===== config.mk =====
export PLATFORM = sky130hd
export DESIGN_NAME = aes_dec_scheduler
export DESIGN_NICKNAME = d
export VERILOG_FILES = /design/src/rtl/aes_dec_scheduler.sv
export SDC_FILE = /design/constraint.sdc
export NUM_CORES = 2
export LEC_CHECK = 0
export BUFFER_PORTS_ARGS = -buffer_cell sky130_fd_sc_hd__clkbuf_2
export CELL_PAD_IN_SITES_DETAIL_PLACEMENT = 1
export CELL_PAD_IN_SITES_GLOBAL_PLACEMENT = 2
export CORE_MARGIN = 2
export CORE_UTILIZATION = 39
export DETAILED_ROUTE_END_ITERATION = 8
export GPL_TIMING_DRIVEN = 0
export PLACE_DENSITY_LB_ADDON = 0.1
export SLEW_MARGIN = 20
export SYNTH_ARGS = -nofsm -noshare
export SYNTH_HDL_FRONTEND = slang
export SYNTH_SLANG_ARGS = --single-unit

===== constraint.sdc =====
create_clock -name clk -period 13.4 [get_ports clk]
set_input_delay 2.68 -clock clk [delete_from_list [all_inputs] [get_ports clk]]
set_output_delay 2.68 -clock clk [all_outputs]
set_load 0.01 [all_outputs]

===== src/rtl/aes_dec_scheduler.sv =====
// Request arbiter / job sequencer in front of an iterative AES decipher engine.
// Define AES_SCHED_RR_EN for round-robin arbitration; the default build is fixed priority (req0 wins).
module aes_dec_scheduler #(
  parameter int TIMEOUT = 31
) (
  input  logic         clk,
  input  logic         rst,
  input  logic         req0_valid,
  output logic         req0_ready,
  input  logic [127:0] req0_block,
  input  logic         req1_valid,
  output logic         req1_ready,
  input  logic [127:0] req1_block,
  input  logic         keylen,
  input  logic         key_we,
  input  logic [3:0]   key_addr,
  input  logic [127:0] key_wdata,
  output logic         key_wr_drop,
  output logic         eng_next,
  output logic         eng_keylen,
  output logic [127:0] eng_block,
  output logic [127:0] eng_round_key,
  input  logic [3:0]   eng_round,
  input  logic [127:0] eng_new_block,
  input  logic         eng_ready,
  output logic         rsp_valid,
  input  logic         rsp_ready,
  output logic [127:0] rsp_block,
  output logic         rsp_src,
  output logic         rsp_err
);

  // state | meaning
  // IDLE  | waiting for a request; only state that grants or accepts key writes
  // ISSUE | one-cycle eng_next pulse to start the engine
  // BUSY  | engine running; timeout counter advancing
  // RESP  | result presented until rsp_ready
  typedef enum logic [1:0] {S_IDLE, S_ISSUE, S_BUSY, S_RESP} state_t;

  localparam int CW = (TIMEOUT > 1) ? $clog2(TIMEOUT) : 1;

  state_t         state_q, state_d;
  logic [127:0]   blk_q;
  logic           src_q;
  logic           keylen_q;
  logic [CW-1:0]  cnt_q;
  logic [127:0]   key_tab [15];
  logic           grant, grant_src, key_ok, timeout_hit;
  logic [3:0]     nr;

`ifdef AES_SCHED_RR_EN
  logic ptr_q;

  // ptr_q names the requester that wins a tie
  always_comb begin
    grant_src = 1'b0;
    if (req0_valid && req1_valid) grant_src = ptr_q;
    else                          grant_src = req1_valid;
  end

  always_ff @(posedge clk) begin
    if (rst)        ptr_q <= 1'b0;
    else if (grant) ptr_q <= ~grant_src;
  end
`else
  assign grant_src = ~req0_valid;
`endif

  assign grant       = (state_q == S_IDLE) && !rst && (req0_valid || req1_valid);
  assign req0_ready  = grant && !grant_src;
  assign req1_ready  = grant && grant_src;
  assign key_ok      = key_we && !rst && (state_q == S_IDLE) && !grant && (key_addr <= 4'd14);
  assign timeout_hit = (cnt_q == CW'(TIMEOUT - 1));

  assign eng_next   = (state_q == S_ISSUE);
  assign rsp_valid  = (state_q == S_RESP);
  assign eng_block  = blk_q;
  assign eng_keylen = keylen_q;
  assign nr         = keylen_q ? 4'd14 : 4'd10;

  // Decryption walks the table backwards; out-of-range rounds fall back to entry 0
  always_comb begin
    eng_round_key = key_tab[0];
    if (eng_round <= nr) eng_round_key = key_tab[nr - eng_round];
  end

  always_comb begin
    state_d = state_q;
    case (state_q)
      S_IDLE:  if (grant) state_d = S_ISSUE;
      S_ISSUE: state_d = S_BUSY;
      S_BUSY:  if (eng_ready || timeout_hit) state_d = S_RESP;
      S_RESP:  if (rsp_ready) state_d = S_IDLE;
      default: state_d = S_IDLE;
    endcase
  end

  always_ff @(posedge clk) begin
    if (rst) begin
      state_q     <= S_IDLE;
      blk_q       <= '0;
      src_q       <= 1'b0;
      keylen_q    <= 1'b0;
      cnt_q       <= '0;
      rsp_block   <= '0;
      rsp_src     <= 1'b0;
      rsp_err     <= 1'b0;
      key_wr_drop <= 1'b0;
    end else begin
      state_q     <= state_d;
      key_wr_drop <= key_we && !key_ok;
      if (grant) begin
        blk_q    <= grant_src ? req1_block : req0_block;
        src_q    <= grant_src;
        keylen_q <= keylen;
      end
      if (state_q == S_BUSY) begin
        if (eng_ready) begin
          rsp_block <= eng_new_block;
          rsp_err   <= 1'b0;
          rsp_src   <= src_q;
          cnt_q     <= '0;
        end else if (timeout_hit) begin
          rsp_block <= '0;
          rsp_err   <= 1'b1;
          rsp_src   <= src_q;
          cnt_q     <= '0;
        end else begin
          cnt_q <= cnt_q + CW'(1);
        end
      end
    end
  end

  // Key table survives reset so firmware need not reload it
  always_ff @(posedge clk) begin
    if (key_ok) key_tab[key_addr] <= key_wdata;
  end

endmodule


# ---- Word level (Yosys, flattened, before mapping)
# Memory sizes are Yosys's and may differ from the RTL's.
# Cells that the tools add are included.
dict set report word_totals {
  ram_bits 1920
  out_inout_bits 392
  input_bits 528
  register_bits 268
  mem_count 1
}
dict set report classes {
  n_reduce_logical 18
  n_mux 17
  n_eq_ne 7
  addsub 2
  magnitude_cmp 2
  bitwise 1
}
# memory depth width rd rd_clocked_by_memory_dff wr line_no
set mem_list {}
lappend mem_list {key_tab 15 128 2 0 1 47} ;# logic [127:0] key_tab [15];
# cell n
set op_table {}
lappend op_table {{$mux W128} 4}
lappend op_table {{$mux W5} 2}
lappend op_table {{$logic_and A1 B1 Y1} 9}
lappend op_table {{$pmux W2 S4} 1}
lappend op_table {{$mux W1} 6}
lappend op_table {{$mux W2} 3}
lappend op_table {{$add A5 B1 Y5 const B} 1}
lappend op_table {{$eq A5 B5 Y1 const B} 1}
lappend op_table {{$eq A2 B2 Y1 const B} 2}
lappend op_table {{$le A4 B4 Y1} 1}
lappend op_table {{$le A4 B4 Y1 const B} 1}
lappend op_table {{$ne A2 B2 Y1 const B} 2}
lappend op_table {{$sub A4 B4 Y4} 1}
lappend op_table {{$logic_not A1 Y1} 3}
lappend op_table {{$mux W3} 1}
lappend op_table {{$reduce_and A3 Y1} 1}
lappend op_table {{$eq A2 B1 Y1 const B} 1}
lappend op_table {{$logic_not A2 Y1} 1}
lappend op_table {{$logic_or A1 B1 Y1} 2}
lappend op_table {{$ne A2 B1 Y1 const B} 1}
lappend op_table {{$reduce_and A2 Y1} 1}
lappend op_table {{$reduce_bool A2 Y1} 1}
lappend op_table {{$not A1 Y1} 1}

# ---- Depth between registers and ports, before layout
dict set report logic_depth {
  word_depth 8
  ltp_mapped 14
  depth_no_buf 6
}

# ---- Least setup slack after synthesis
# Ideal clock, no wire load.
dict set report synth_timing {
  path_type {in2reg}
  startpoint {in rst}
  endpoint {mem key_tab[0][0], enable pin}
  arrival_time_ns 12.448
  setup_slack_ns 0.180
  path_stages 5
  path_buffers 1
  cell_sequence {clkbuf_1 nand2b_1 nor4_2 or3b_2 nor3_1}
}
dict set report synth_via {
  elab_chain_cells 8
}
# element line_no
set synth_rtl {}
lappend synth_rtl {{start: declaration} 7} ;# input logic rst,
lappend synth_rtl {{$logic_not A1 Y1 *} {69, 72}}
lappend synth_rtl {{$logic_and A1 B1 Y1 (2 in a row)} 69} ;# assign grant = (state_q == S_IDLE) && !rst && (req0_valid || req1_valid);
lappend synth_rtl {{$logic_not A1 Y1} 72} ;# assign key_ok = key_we && !rst && (state_q == S_IDLE) && !grant && (key_addr <= 4'd14);
lappend synth_rtl {{$logic_and A1 B1 Y1 * (2 in a row)} 72}
lappend synth_rtl {{$mux W1 *} 137} ;# if (key_ok) key_tab[key_addr] <= key_wdata;
lappend synth_rtl {{$mux W1 (implied by the code) *} 137}
lappend synth_rtl {{end: declaration} 47}
# Mark *: on every way between the ends. The rest lies on a longest branch, timed or not.

# ---- Worst setup path after layout
dict set report layout_timing {
  startpoint {in eng_round[0]}
  endpoint {out eng_round_key[6]}
}
dict set report layout_via {
  elab_chain_cells 3
}
# element line_no
set layout_rtl {}
lappend layout_rtl {{start: declaration} 23} ;# input logic [3:0] eng_round,
lappend layout_rtl {{$sub A4 B4 Y4} 84} ;# if (eng_round <= nr) eng_round_key = key_tab[nr - eng_round];
lappend layout_rtl {{$mem_v2 Z15 W128} n/a}
lappend layout_rtl {{$mux W128 *} 84}
lappend layout_rtl {{end: declaration} 22} ;# output logic [127:0] eng_round_key,
# Marks and branches as above.

==> metrics.md <==
| Metric | Value |
|---|---|
| Worst Tran Pin Value | approximately 1.2 ns |
| Mapped cell area | 84000 um^2 |
| Final min period | 10.64 ns |
| Max-slew headroom | 19.5% |
| Synth warnings | 0 |
| GP Congestion | 1.05 |
| Arr. time, crit path | 7.96 ns |
| Dominant synthesized flop cell | edfxtp_1 |
| Met3 WL | 17800 um |
| Area occupied by multi-input gates | 19700 um^2 |
| Int Pwr | 11.9 mW |
| Slowest stage delay, CP | between 0.9 and 1 ns |
| Number of filler cells placed in the layout | 20566 |
| Total of max-cap violations | 0 |
| Synthesis-stage register bit count | 2188 |
| CP max-delay cell | a211oi_1 |
| Setup Total Neg Slack | 0 ns |
| All-layer global routing usage | 28.0% |
| Die X | 468 um |
| Mapped Cells | 4635 |
| Post-CTS Resized | 0 |
| Post-CTS Setup Inserts | 0 |
| Unrepaired setup endpoints after global routing | false |
| CP most frequent cell | buf_2 |
| Final hold violation count | 0 |
| F_max | roughly 0.094 GHz |
| Areal power density over the cells | 159 nW/um^2 |
| Power share of the clock group | 39.2% |
| Startpoint Class | input pin |
| FFs w/ async S/R, synth | 0% |
| Clock Path Buffers | 3 |
| Die footprint | 219000 um^2 |
| Post-route ant nets | 0 |
| Commonest non-fill, non-tap cell in the layout | edfxtp_1 |
| H-Tree Depth | 4 |
| Pins Over Slew Limit | 0 |
| Syn nets | between 5000 and 6000 |
| Root buf cell | clkbuf_16 |
| Drt wl/cell | 34.3 um |
| Status | complete, no violations |
| WL met1 | around 130000 um |
| CTS sink cnt | approximately 2200 |
| CTS Hold Bufs | 0 |
| Vias post-DR | ~51000 |
| Hold Crit Class | register to register |
| Clock Skews | 0.0293 ns |
| Syn_area_per_cell | 18.1 um^2 |
| DRC Markers | 0 |
| First drt pass iteration count | 6 |
| Area Growth Syn to Fin | 22.3% |
| Vias in the first global route | 51924 |
| Sequential power share | between 40% and 50% |
| Reg2reg setup slack | just over 9 ns |
| 1st-iter DRT viols | about 4400 |
| Non-Filler Instances | approximately 9000 |
| Top-area cell type share of the netlist area | 68.7% |
| Initial antenna violation count | 120 |
| Detail Placement HPWL | 229000 um |
| Via-to-Cell Ratio | 5.60 |
| Initial Utilization | 39.2% |
| Core area | 214000 um^2 |
| Worst Path Max Fanout | 10 |
| Share of layout cells above drive strength 1 | 33.2% |
| Unique cell type count in the Yosys netlist | 48 |
| Net Sw Power | about 4.4 mW |
| Uppermost routed layer | met5 |
| Worst-Skew Late Latency | a little under 0.9 ns |
| Met2 wire len | about 150000 um |
| Clock transition at path regs | 0.06 ns |
| Most frequent cells in the layout | edfxtp_1 (1920), clkbuf_2 (923), nand2_1 (472), mux4_2 (384), dfxtp_1 (268) |
| Worst-path cell chain | clkbuf_2 -> buf_2 -> buf_4 -> buf_4 -> buf_4 -> inv_1 -> ha_1 -> buf_2 -> buf_2 -> buf_2 -> clkbuf_1 -> nand2_1 -> o211ai_1 -> o21ai_0 -> a211oi_1 -> clkbuf_2 |
| CTS Buf Count | 232 |
| Area contributors post-synth | edfxtp_1 (69%), mux4_2 (10%), dfxtp_1 (6.4%) |
| Power share of the combinational group | 14.3% |
| Worst path required time | 10.72 ns |
| IO buf count | 917 |
| Cell taking the most area after synthesis | edfxtp_1 |
| # rows | 170 |
| EDFF count, synth | approximately 1900 |
| CTS tree | built |
| Worst IR Drop VDD | 0.142 mV |
| Fraction of power spent switching nets | a little over a quarter |
| Sequential area share after synthesis | 75.1% |
| # IOs | 920 |
| First-pass GRT wire length | roughly 430000 um |
| Period utilization | 79.4% |
| Setup crit end kind | primary output |
| WL final | 311000 um |
| Reg area | 63000 um^2 |
| # nets final | around 6500 |
| # setup viols final | 0 |
| Static leakage | 35.3 nW |
| Total gr overflow | 0 |
| Fin util | 47.9% |
| Placed Instances | 8571 |
| CP Class | input pin to primary output |
| Largest net degree at the start of global routing | 21 |
| Die height | 468 um |
==> cell type report <==
class	instances	area share, %
Clock buffer	271	5.93
Buffer	326	1.32
Inverter	9	0.0329
Multi-Input combinational cell	2112	19.2
Clock inverter	167	1.39
Antenna cell	51	0.124
Tap cell	2838	3.46
Sequential cell	2188	61.4
Timing Repair Buffer	1098	7.20
==> per-stage QoR <==
| step | power (mW) | area (um^2) | hold slack, ns | setup WS [ns] |
|---|---|---|---|---|
| global placement | 10.1 | 92100 | 0.439 | -11.81 |
| global route | 16.9 | 103000 | 0.466 | 2.71 |
| floorplan | 8.84 | 84000 | 0.461 | 0.180 |
| finish | 16.3 | 103000 | 0.450 | 2.76 |
| detailed placement | 10.1 | 95000 | 0.444 | 2.78 |
| CTS | 16.5 | 103000 | 0.452 | 2.75 |
==> metal layers <==
layer / vias to the layer above / GRT usage, %
met1: 27013 / 37.4
met3: 467 / 4.77
met5: - / 0
met4: 22 / 9.58
li1: 21479 / -
met2: 1751 / 46.4
==> critical path, delay by kind of cell <==
kind                     cells  cell delay, ns
AO/OA/AOI/OAI                3            1.23
adder cells (fa/ha/maj)      1            0.28
buffers and inverters       11            3.58
AND/OR/NAND/NOR              1            0.12
==> cells in the mapped netlist (12+ instances only) <==
cell type,instances
nor2_1,43
mux2_2,107
a21oi_1,131
nand3_1,107
a22oi_1,128
a31oi_1,107
clkbuf_1,209
and2_0,12
mux2i_1,24
o21ai_0,23
buf_2,76
nand2_1,472
dfxtp_1,268
nand2b_1,112
mux4_2,384
o211ai_1,128
a22o_1,234
edfxtp_1,1920
a211oi_1,23
a2111oi_0,22
buf_1,33
==> kinds of logic after synthesis <==
logic type | after synthesis | share of synthesized area, %
fa+ha+maj | 9 | 0.134
mux | 515 | 12.0
simple gates | 776 | 4.10
compound gates | 807 | 6.99
buf+inv | 335 | 1.65
flops | 2188 | 75.1
xor+xnor | 5 | 0.0522
==> path summary, 6_finish.rpt <==
| path | from | cells after the start | end |
|---|---|---|---|
| setup reg to reg | state_q[0]$_SDFFE_PP0P_ | 13 | key_tab[2][58]$_DFFE_PP_ |
| setup / recovery | eng_round[0] | 16 | eng_round_key[6] |
| hold reg to reg | eng_block[63]$_SDFFE_PP0P_ | 2 | eng_block[63]$_SDFFE_PP0P_ |
| hold / removal | eng_block[63]$_SDFFE_PP0P_ | 2 | eng_block[63]$_SDFFE_PP0P_ |
==> sequential cells by signal, indices dropped and copies added, names as in the netlist <==
signal,count
rsp_err,1
rsp_block,128
rsp_src,1
eng_block,128
eng_keylen,1
src_q,1
key_wr_drop,1
key_tab,1920
state_q,2
cnt_q,5
==> power by group through the flow <==
stage / clock network, mW / registers [mW] / logic (mW)
after CTS: 6.52 / 7.60 / 2.37
after global routing: 6.76 / 7.61 / 2.49
final: 6.40 / 7.60 / 2.33
after detailed placement: 0 / 7.74 / 2.36
after global placement: 0 / 7.75 / 2.32
after floorplan: 0 / 7.78 / 1.07
Note: power is estimated with default switching activity, not from simulation.
